**src/rtl/eth_mii_rx_framer.sv**
```systemverilog
// MII receive framer: preamble/SFD strip, nibble-to-word packing, length and FCS check, output FIFO.
// Optional CRC-32 FCS check is built when ETH_RX_CRC_CHECK_EN is defined.
module eth_mii_rx_framer #(
    parameter int DATA_BYTES = 4,
    parameter int FIFO_DEPTH = 16,
    parameter int MIN_FRAME  = 64,
    parameter int MAX_FRAME  = 1518
) (
    input  logic                    clk,
    input  logic                    rst_n,
    input  logic [3:0]              mii_rxd,
    input  logic                    mii_rx_dv,
    input  logic                    mii_rx_er,
    output logic [8*DATA_BYTES-1:0] m_data,
    output logic [DATA_BYTES-1:0]   m_keep,
    output logic                    m_last,
    output logic                    m_err,
    output logic                    m_valid,
    input  logic                    m_ready,
    output logic [15:0]             drop_cnt
);
    localparam int DW = 8 * DATA_BYTES;
    localparam int EW = DW + DATA_BYTES + 2;
    localparam int LW = (DATA_BYTES > 1) ? $clog2(DATA_BYTES) : 1;
    localparam int AW = $clog2(FIFO_DEPTH);
    localparam logic [AW:0]   OCC_LIM   = (AW+1)'(FIFO_DEPTH - 1);
    localparam logic [AW:0]   OCC_MAX   = (AW+1)'(FIFO_DEPTH);
    localparam logic [10:0]   MIN_L     = 11'(MIN_FRAME);
    localparam logic [10:0]   MAX_L     = 11'(MAX_FRAME);
    localparam logic [LW-1:0] LAST_LANE = LW'(DATA_BYTES - 1);

    typedef enum logic [1:0] {IDLE, PREAMBLE, DATA, DROP} state_t;

    state_t          state_q, state_d;
    logic [3:0]      rxd_q, lo_q, lo_d;
    logic            dv_q, dv_prev_q, er_q;
    logic            seen5_q, seen5_d;
    logic            half_q, half_d, full_q, full_d;
    logic [LW-1:0]   lane_q, lane_d;
    logic [DW-1:0]   word_q, word_d;
    logic [10:0]     cnt_q, cnt_d;
    logic            err_q, err_d, ovf_q, ovf_d;
    logic [15:0]     drop_q, drop_d;
    logic [7:0]      byte_v;
    logic            len_bad, crc_bad;

    logic            push, pop, wr;
    logic [DW-1:0]   push_data;
    logic [DATA_BYTES-1:0] push_keep;
    logic            push_last, push_err;
    logic [EW-1:0]   mem_q [FIFO_DEPTH];
    logic [AW-1:0]   wp_q, rp_q;
    logic [AW:0]     occ_q;

`ifdef ETH_RX_CRC_CHECK_EN
    logic [31:0] crc_q, crc_d;

    function automatic logic [31:0] crc_next(input logic [31:0] c, input logic [7:0] b);
        logic [31:0] r;
        r = c;
        for (int i = 0; i < 8; i++)
            r = (r[0] ^ b[i]) ? ((r >> 1) ^ 32'hEDB88320) : (r >> 1);
        return r;
    endfunction

    assign crc_bad = (crc_q != 32'hDEBB20E3);

    always_ff @(posedge clk or negedge rst_n) begin
        if (!rst_n) crc_q <= '1;
        else        crc_q <= crc_d;
    end
`else
    assign crc_bad = 1'b0;
`endif

    // Previous-dv resets high so a frame in flight at reset release is ignored.
    always_ff @(posedge clk or negedge rst_n) begin
        if (!rst_n) begin
            rxd_q     <= '0;
            dv_q      <= 1'b1;
            dv_prev_q <= 1'b1;
            er_q      <= 1'b0;
        end else begin
            rxd_q     <= mii_rxd;
            dv_q      <= mii_rx_dv;
            dv_prev_q <= dv_q;
            er_q      <= mii_rx_er;
        end
    end

    assign byte_v  = {rxd_q, lo_q};
    assign len_bad = (cnt_q < MIN_L) || (cnt_q > MAX_L);

    // A completed word is held one nibble so a frame ending on a word boundary tags it last.
    always_comb begin
        state_d   = state_q;
        seen5_d   = seen5_q;
        lo_d      = lo_q;
        half_d    = half_q;
        full_d    = full_q;
        lane_d    = lane_q;
        word_d    = word_q;
        cnt_d     = cnt_q;
        err_d     = err_q;
        ovf_d     = ovf_q;
        drop_d    = drop_q;
`ifdef ETH_RX_CRC_CHECK_EN
        crc_d     = crc_q;
`endif
        push      = 1'b0;
        push_data = word_q;
        push_keep = '0;
        push_last = 1'b0;
        push_err  = 1'b0;
        unique case (state_q)
            IDLE: begin
                if (dv_q && !dv_prev_q) begin
                    if (occ_q >= OCC_LIM) begin
                        state_d = DROP;
                        if (drop_q != 16'hFFFF) drop_d = drop_q + 16'd1;
                    end else begin
                        state_d = PREAMBLE;
                        seen5_d = (rxd_q == 4'h5);
                    end
                end
            end
            PREAMBLE: begin
                if (!dv_q) begin
                    state_d = IDLE;
                end else if (rxd_q == 4'h5) begin
                    seen5_d = 1'b1;
                end else if (rxd_q == 4'hD && seen5_q) begin
                    state_d = DATA;
                    half_d  = 1'b0;
                    full_d  = 1'b0;
                    lane_d  = '0;
                    word_d  = '0;
                    cnt_d   = '0;
                    err_d   = 1'b0;
                    ovf_d   = 1'b0;
`ifdef ETH_RX_CRC_CHECK_EN
                    crc_d   = '1;
`endif
                end else begin
                    state_d = DROP;
                end
            end
            DATA: begin
                if (!dv_q) begin
                    push      = 1'b1;
                    push_data = word_q;
                    push_last = 1'b1;
                    for (int i = 0; i < DATA_BYTES; i++)
                        push_keep[i] = full_q | (i < int'(lane_q));
                    push_err  = err_q | ovf_q | half_q | len_bad | crc_bad;
                    full_d    = 1'b0;
                    state_d   = IDLE;
                end else begin
                    if (er_q) err_d = 1'b1;
                    if (full_q) begin
                        full_d = 1'b0;
                        word_d = '0;
                        if (occ_q < OCC_LIM) begin
                            push      = 1'b1;
                            push_data = word_q;
                            push_keep = '1;
                        end else begin
                            ovf_d = 1'b1;
                            err_d = 1'b1;
                        end
                    end
                    if (!half_q) begin
                        lo_d   = rxd_q;
                        half_d = 1'b1;
                    end else begin
                        half_d = 1'b0;
                        if (cnt_q != 11'h7FF) cnt_d = cnt_q + 11'd1;
`ifdef ETH_RX_CRC_CHECK_EN
                        crc_d = crc_next(crc_q, byte_v);
`endif
                        if (cnt_q >= MAX_L) begin
                            err_d = 1'b1;
                        end else if (!ovf_q) begin
                            word_d[int'(lane_q)*8 +: 8] = byte_v;
                            if (lane_q == LAST_LANE) begin
                                lane_d = '0;
                                full_d = 1'b1;
                            end else begin
                                lane_d = lane_q + 1'b1;
                            end
                        end
                    end
                end
            end
            DROP: begin
                if (!dv_q) state_d = IDLE;
            end
            default: state_d = IDLE;
        endcase
    end

    always_ff @(posedge clk or negedge rst_n) begin
        if (!rst_n) begin
            state_q <= IDLE;
            seen5_q <= 1'b0;
            lo_q    <= '0;
            half_q  <= 1'b0;
            full_q  <= 1'b0;
            lane_q  <= '0;
            word_q  <= '0;
            cnt_q   <= '0;
            err_q   <= 1'b0;
            ovf_q   <= 1'b0;
            drop_q  <= '0;
        end else begin
            state_q <= state_d;
            seen5_q <= seen5_d;
            lo_q    <= lo_d;
            half_q  <= half_d;
            full_q  <= full_d;
            lane_q  <= lane_d;
            word_q  <= word_d;
            cnt_q   <= cnt_d;
            err_q   <= err_d;
            ovf_q   <= ovf_d;
            drop_q  <= drop_d;
        end
    end

    assign pop = m_valid && m_ready;
    assign wr  = push && ((occ_q != OCC_MAX) || pop);

    always_ff @(posedge clk) begin
        if (wr) mem_q[wp_q] <= {push_data, push_keep, push_last, push_err};
    end

    always_ff @(posedge clk or negedge rst_n) begin
        if (!rst_n) begin
            wp_q  <= '0;
            rp_q  <= '0;
            occ_q <= '0;
        end else begin
            if (wr)  wp_q <= wp_q + 1'b1;
            if (pop) rp_q <= rp_q + 1'b1;
            if (wr && !pop)      occ_q <= occ_q + 1'b1;
            else if (!wr && pop) occ_q <= occ_q - 1'b1;
        end
    end

    assign m_valid  = (occ_q != '0);
    assign {m_data, m_keep, m_last, m_err} = m_valid ? mem_q[rp_q] : '0;
    assign drop_cnt = drop_q;

endmodule

```
**config.mk**
```make
export PLATFORM = sky130hd
export DESIGN_NAME = eth_mii_rx_framer
export DESIGN_NICKNAME = d
export VERILOG_FILES = /design/src/rtl/eth_mii_rx_framer.sv
export SDC_FILE = /design/constraint.sdc
export NUM_CORES = 1
export LEC_CHECK = 0
export BUFFER_PORTS_ARGS = -buffer_cell sky130_fd_sc_hd__buf_2
export CAP_MARGIN = 20
export CORE_MARGIN = 4
export CORE_UTILIZATION = 55
export CTS_CLUSTER_DIAMETER = 40
export DETAILED_ROUTE_END_ITERATION = 10
export PLACE_DENSITY_LB_ADDON = 0.1
export SLEW_MARGIN = 20
export SYNTH_ARGS = -nofsm -noshare
export SYNTH_HDL_FRONTEND = slang
export SYNTH_SLANG_ARGS = --single-unit
```
**constraint.sdc**
```tcl
create_clock -name clk -period 8.5 [get_ports clk]
set_input_delay 0.425 -clock clk [delete_from_list [all_inputs] [get_ports clk]]
set_output_delay 0.425 -clock clk [all_outputs]
set_load 0.05 [all_outputs]
```
== Word level (Yosys, flattened, before mapping) ==
Memories as Yosys holds them, arrays and structs flattened.
Index checks and enable logic that the tools add are counted.

* Register bits: 92
* Bits in writable memories: 608
* Bits of input ports: 9
* Word-level logic and storage cells: 174
* Memories: 1

* Add/subtract/negate cells: 8
* Magnitude comparators: 8
* Eq/ne operators: 24
* Shift operators: 2
* Mux-type cells: 80
* Bitwise operators: 7
* Reductions and logical operators: 26

{| class="wikitable"
|+ Memory list
! name !! depth !! bits a word !! read ports !! clocked after Yosys merged registers in !! wr ports !! line !! source
|-
| mem_q || 16 || 38 || 1 || 0 || 1 || 51 || <nowiki>logic [EW-1:0] mem_q [FIFO_DEPTH];</nowiki>
|}

{| class="wikitable"
|+ Operators with widths
! cell !! count
|-
| 32-bit 2-to-1 mux || 10
|-
| 11-bit 2-to-1 mux || 6
|-
| 32-bit one-hot mux with 2 select lines || 1
|-
| 38-bit 2-to-1 mux || 1
|-
| 1-bit 2-to-1 mux || 34
|-
| 5-bit negation with 33-bit output || 1
|-
| 8-bit by 33-bit variable shift with 32-bit output (first input constant) || 1
|-
| 8-bit by 33-bit indexed part select with 32-bit output || 1
|-
| 32-bit bitwise mux || 1
|-
| 2-bit != test (second input constant) || 14
|-
| 2-bit 2-to-1 mux || 13
|-
| 11-bit one-hot mux with 2 select lines || 1
|-
| 16-bit by 1-bit adder with 16-bit output (second input constant) || 1
|-
| 4-bit 2-to-1 mux || 4
|-
| 16-bit != test (second input constant) || 1
|-
| 7-bit AND reduction || 2
|-
| 11-bit by 1-bit adder with 11-bit output (second input constant) || 1
|-
| 11-bit greater-or-equal comparator (second input constant) || 1
|-
| 11-bit greater-than comparator (second input constant) || 1
|-
| 11-bit by 7-bit < comparator with 1-bit output (second input constant) || 1
|-
| 11-bit != test (second input constant) || 1
|-
| 5-bit 2-to-1 mux || 2
|-
| 1-bit one-hot mux with 2 select lines || 5
|-
| 5-bit AND reduction || 2
|-
| other kinds (28) || 49
|}

== Longest topological paths before layout ==
* Depth after elaboration: 10
* Gate-level depth with buffers: 13
* Depth with buffers taken out: 11

== Least setup slack after synthesis ==
Ideal clock, no wire load.

* Kind: register -> register
* Start: register occ_q[2]
* End: memory mem_q[4][0] (netlist name) (enable)
* Setup time: 480 ps
* Arrival time: 3807 ps
* Data required time: 8020 ps
* Path slack: 4212 ps
* Stages on the path, launching flop included: 6
* Cell sequence: dfrtp_1 > a41oi_1 > a21oi_1 > or3_1 > buf_6 > nor3_1

* Word-level cells in the longest chain between the ends: 8

{| class="wikitable"
|+ Ends and longest elaborated chain
! what !! line !! source
|-
| from (decl) || 53 || <nowiki>logic [AW:0] occ_q;</nowiki>
|-
| from (signal assigned) || 245 || <nowiki>if (wr && !pop) occ_q <= occ_q + 1'b1;</nowiki>
|-
| from (signal assigned) || 246 || <nowiki>else if (!wr && pop) occ_q <= occ_q - 1'b1;</nowiki>
|-
| 5-bit by 4-bit < comparator with 1-bit output || 163 || <nowiki>if (occ_q < OCC_LIM) begin</nowiki>
|-
| 1-bit 2-to-1 mux || 163 ||
|-
| 1-bit 2-to-1 mux || 160 || <nowiki>if (full_q) begin</nowiki>
|-
| 1-bit 2-to-1 mux || 149 || <nowiki>if (!dv_q) begin</nowiki>
|-
| 1-bit 2-to-1 mux || 115 || <nowiki>unique case (state_q)</nowiki>
|-
| 1-bit logical AND (*) || 231 || <nowiki>assign wr = push && ((occ_q != OCC_MAX) || pop);</nowiki>
|-
| 1-bit 2-to-1 mux (*) || 234 || <nowiki>if (wr) mem_q[wp_q] <= {push_data, push_keep, push_last, push_err};</nowiki>
|-
| 1-bit 2-to-1 mux (not written as such) (*) || 234 ||
|-
| to (decl) || 51 ||
|}

Mark *: on every way between the ends. The rest lies on a longest branch, timed or not.

== Final worst setup path ==
* Start: register rp_q[1]
* End: output m_err

* Word-level cells in the longest chain between the ends: 2

{| class="wikitable"
|+ Ends and longest elaborated chain
! what !! line !! source
|-
| from (decl) || 52 || <nowiki>logic [AW-1:0] wp_q, rp_q;</nowiki>
|-
| from (signal assigned) || 244 || <nowiki>if (pop) rp_q <= rp_q + 1'b1;</nowiki>
|-
| memory 16 x 38 bit || - ||
|-
| 38-bit 2-to-1 mux || 251 || <nowiki>assign {m_data, m_keep, m_last, m_err} = m_valid ? mem_q[rp_q] : '0;</nowiki>
|-
| to (decl) || 17 || <nowiki>output logic m_err,</nowiki>
|}

No other way between the ends.

==> out/results.txt <==
Vias per std cell = 6.11
Vias in the first global route = 14200
CP arrival = 3490 ps
Layout cells sized above 1 = 28.3%
Max_cap viols = 0
First-pass GRT wire length = 89.9 mm
Min-Delay Path Class = input port to flip-flop
Pwr dens = 342 nW/um2
I/O pin total = 64
First-pass DRT Iterations = 5
Number of synthesized register bits = 700
Initial antenna violation count = 0
H-tree depth = 3
Full die area = 53500 um2
Final setup fails = 0
EDFF count, synth = 608
Peak Freq = 256 MHz
Status = complete, no violations
Post-DRT Antenna Nets = 0
Slew @ Worst Pin = 1000 ps
Area Overhead vs Synth = 15.3%
Gate Count Post-Synth = 1332
Leakage power total = 0.0107 uW
DRC Markers = 0
Pins Over Slew Limit = 0
Setup slack at placement = 5240 ps
Peak supply drop = 266 uV
Final core occ = 64.4%
WS Path Type = flip-flop to primary output
Clk slew on worst S/H paths = 50 ps
Total Wirelength = 59.1 mm
Vias = 13400
Startpoint type of the worst setup path = flip-flop
Vert. Die Dim = 231 um
Antenna Cells = 0
Hpwl dp = 29.9 mm
Final cell count without fillers = 2187
Nets = 1478
Power, Total = 10800 uW
Postcts setup bufs = 0
Final worst setup slack = 4590 ps
Final Hold Vio Count = 0
Tot GR Track Use = 22.8%
Most frequent cells in the layout = edfxtp_1, mux4_2, clkbuf_16, dfrtp_1, mux2i_1
Routability cong. = 0.771
Clk Latency, worst-skew pair = 610 ps
Largest net degree at the start of global routing = 98
PortBufs = 63
RSZ-0062 raised after global routing = false
Seq/Total Area, Yosys = 74.9%
Syn. warnings = 0
Commonest non-fill, non-tap cell in the layout = edfxtp_1
Initial drt markers = 1156
FFs w/ async S/R, synth = 13.1%
Die X = 231 um
Syn Std Cell Area = 27400 um2
Worst Path Required = 8080 ps
Remaining global-route overflow = 0
CTS resizes = 0
CTS Sinks = 700
Fin crit period = 3910 ps
Initial Util = 55.8%
Row Count = 81
Wire length per cell = 27.0 um
Syn Nets = 1360
Setup crit end kind = primary output
Crit path max fanout = 59
Core area = 49200 um2
Final period util = 46.0%
Root buf cell = clkbuf_16
Mean area per synthesized cell = 20.6 um2
Unique cell type count in the Yosys netlist = 63
Post-Place Cells = 2018
Setup TNS = 0 ps
CTS tree = yes
Clk buf depth = 3
Num CTS Buffers = 87
Clock Skew = 18.5 ps
Slew HR = 33.0%
Synth Flop Type = edfxtp_1
-- kinds of logic after synthesis --
group	Yosys count	synth area share [%]
multiplexers	239	15.7
adder cells (fa/ha/maj)	19	0.894
AND/OR/NAND/NOR	143	2.93
AO/OA/AOI/OAI	118	3.10
flip-flops	700	74.9
XOR/XNOR	30	0.957
buffers and inverters	83	1.51
-- worst max-delay path, cell delays in order (launching register included) --
cell and delay [ps]:
dfrtp_4 860, buf_4 770, mux4_2 350, mux2i_1 80, o22ai_1 310, buf_2 340
-- where the power goes --
group	switching, uW	leakage (uW)	internal [uW]
combinational	1690	0.00268	1030
clock	1450	0.00150	2400
sequential	328	0.00653	3930
-- flip-flops by register name, summed over array words and instances, names as in the netlist --
signal	count
drop_cnt	16
cnt_q	11
wp_q	4
er_q	1
rp_q	4
word_q	32
err_q	1
lane_q	2
full_q	1
seen5_q	1
lo_q	4
occ_q	5
state_q	2
ovf_q	1
dv_prev_q	1
dv_q	1
half_q	1
rxd_q	4
mem_q	608
-- layer usage --
layer / global-route usage, % / wire, um
met5: 0 / 0
met2: 35.9 / 28500
met3: 4.22 / 3820
met1: 33.4 / 25700
met4: 6.24 / 1020
-- final timing paths --
kind,start,end,slack [ps],cells after the start
max,rp_q[1]$_DFFE_PN0P_,m_err,4590,5
min,m_ready,rp_q[2]$_DFFE_PN0P_,140,3
max reg2reg,occ_q[0]$_DFFE_PN0P_,occ_q[4]$_DFFE_PN0P_,5280,10
min reg2reg,dv_q$_DFF_PN1_,dv_prev_q$_DFF_PN1_,460,0
max in group asynchronous,rst_n,rp_q[3]$_DFFE_PN0P_,6970,3
min in group asynchronous,rst_n,cnt_q[6]$_DFFE_PN0P_,380,2
-- through the flow --
stage	area, um2	hold WS (ps)
2_1_floorplan	27400	129
3_3_place_gp	28500	442
3_5_place_dp	28500	443
4_1_cts	31600	109
5_1_grt	31700	151
6_report	31700	138
-- repair_timing --
item | in CTS | in global routing
endpoints found under the hold margin | 53 | 0
setup endpoints to repair | 0 | 0
hold buffers | 7 | 0
-- cells in the mapped netlist, drive strengths merged (7+ instances only) --
| master | n | area, um2 |
|---|---|---|
| and2 | 8 | 50.1 |
| and3 | 7 | 48.8 |
| inv | 18 | 70.1 |
| mux2 | 8 | 90.1 |
| clkbuf | 27 | 101 |
| nor2 | 32 | 120 |
| nor3 | 11 | 66.3 |
| mux2i | 79 | 791 |
| edfxtp | 608 | 18300 |
| a22o | 34 | 298 |
| buf | 38 | 243 |
| o22ai | 39 | 244 |
| nand4 | 16 | 106 |
| nand3 | 13 | 65.1 |
| mux4 | 152 | 3420 |
| o21ai | 8 | 40.0 |
| dfrtp | 90 | 2250 |
| xnor2 | 19 | 166 |
| nand2 | 25 | 96.4 |
| xor2 | 11 | 96.3 |
| ha | 18 | 225 |
| a21oi | 19 | 110 |
-- layout make-up --
type / instances / area [um2]
Clock buffer: 106 / 2390
Timing Repair Buffer: 94 / 581
Tap cell: 664 / 831
Multi-Input combinational cell: 549 / 6500
Sequential cell: 700 / 20600
Inverter: 18 / 70.1
Fill cell: 3325 / 17500
Clock inverter: 56 / 701
Note: power is estimated with default switching activity, not from simulation.
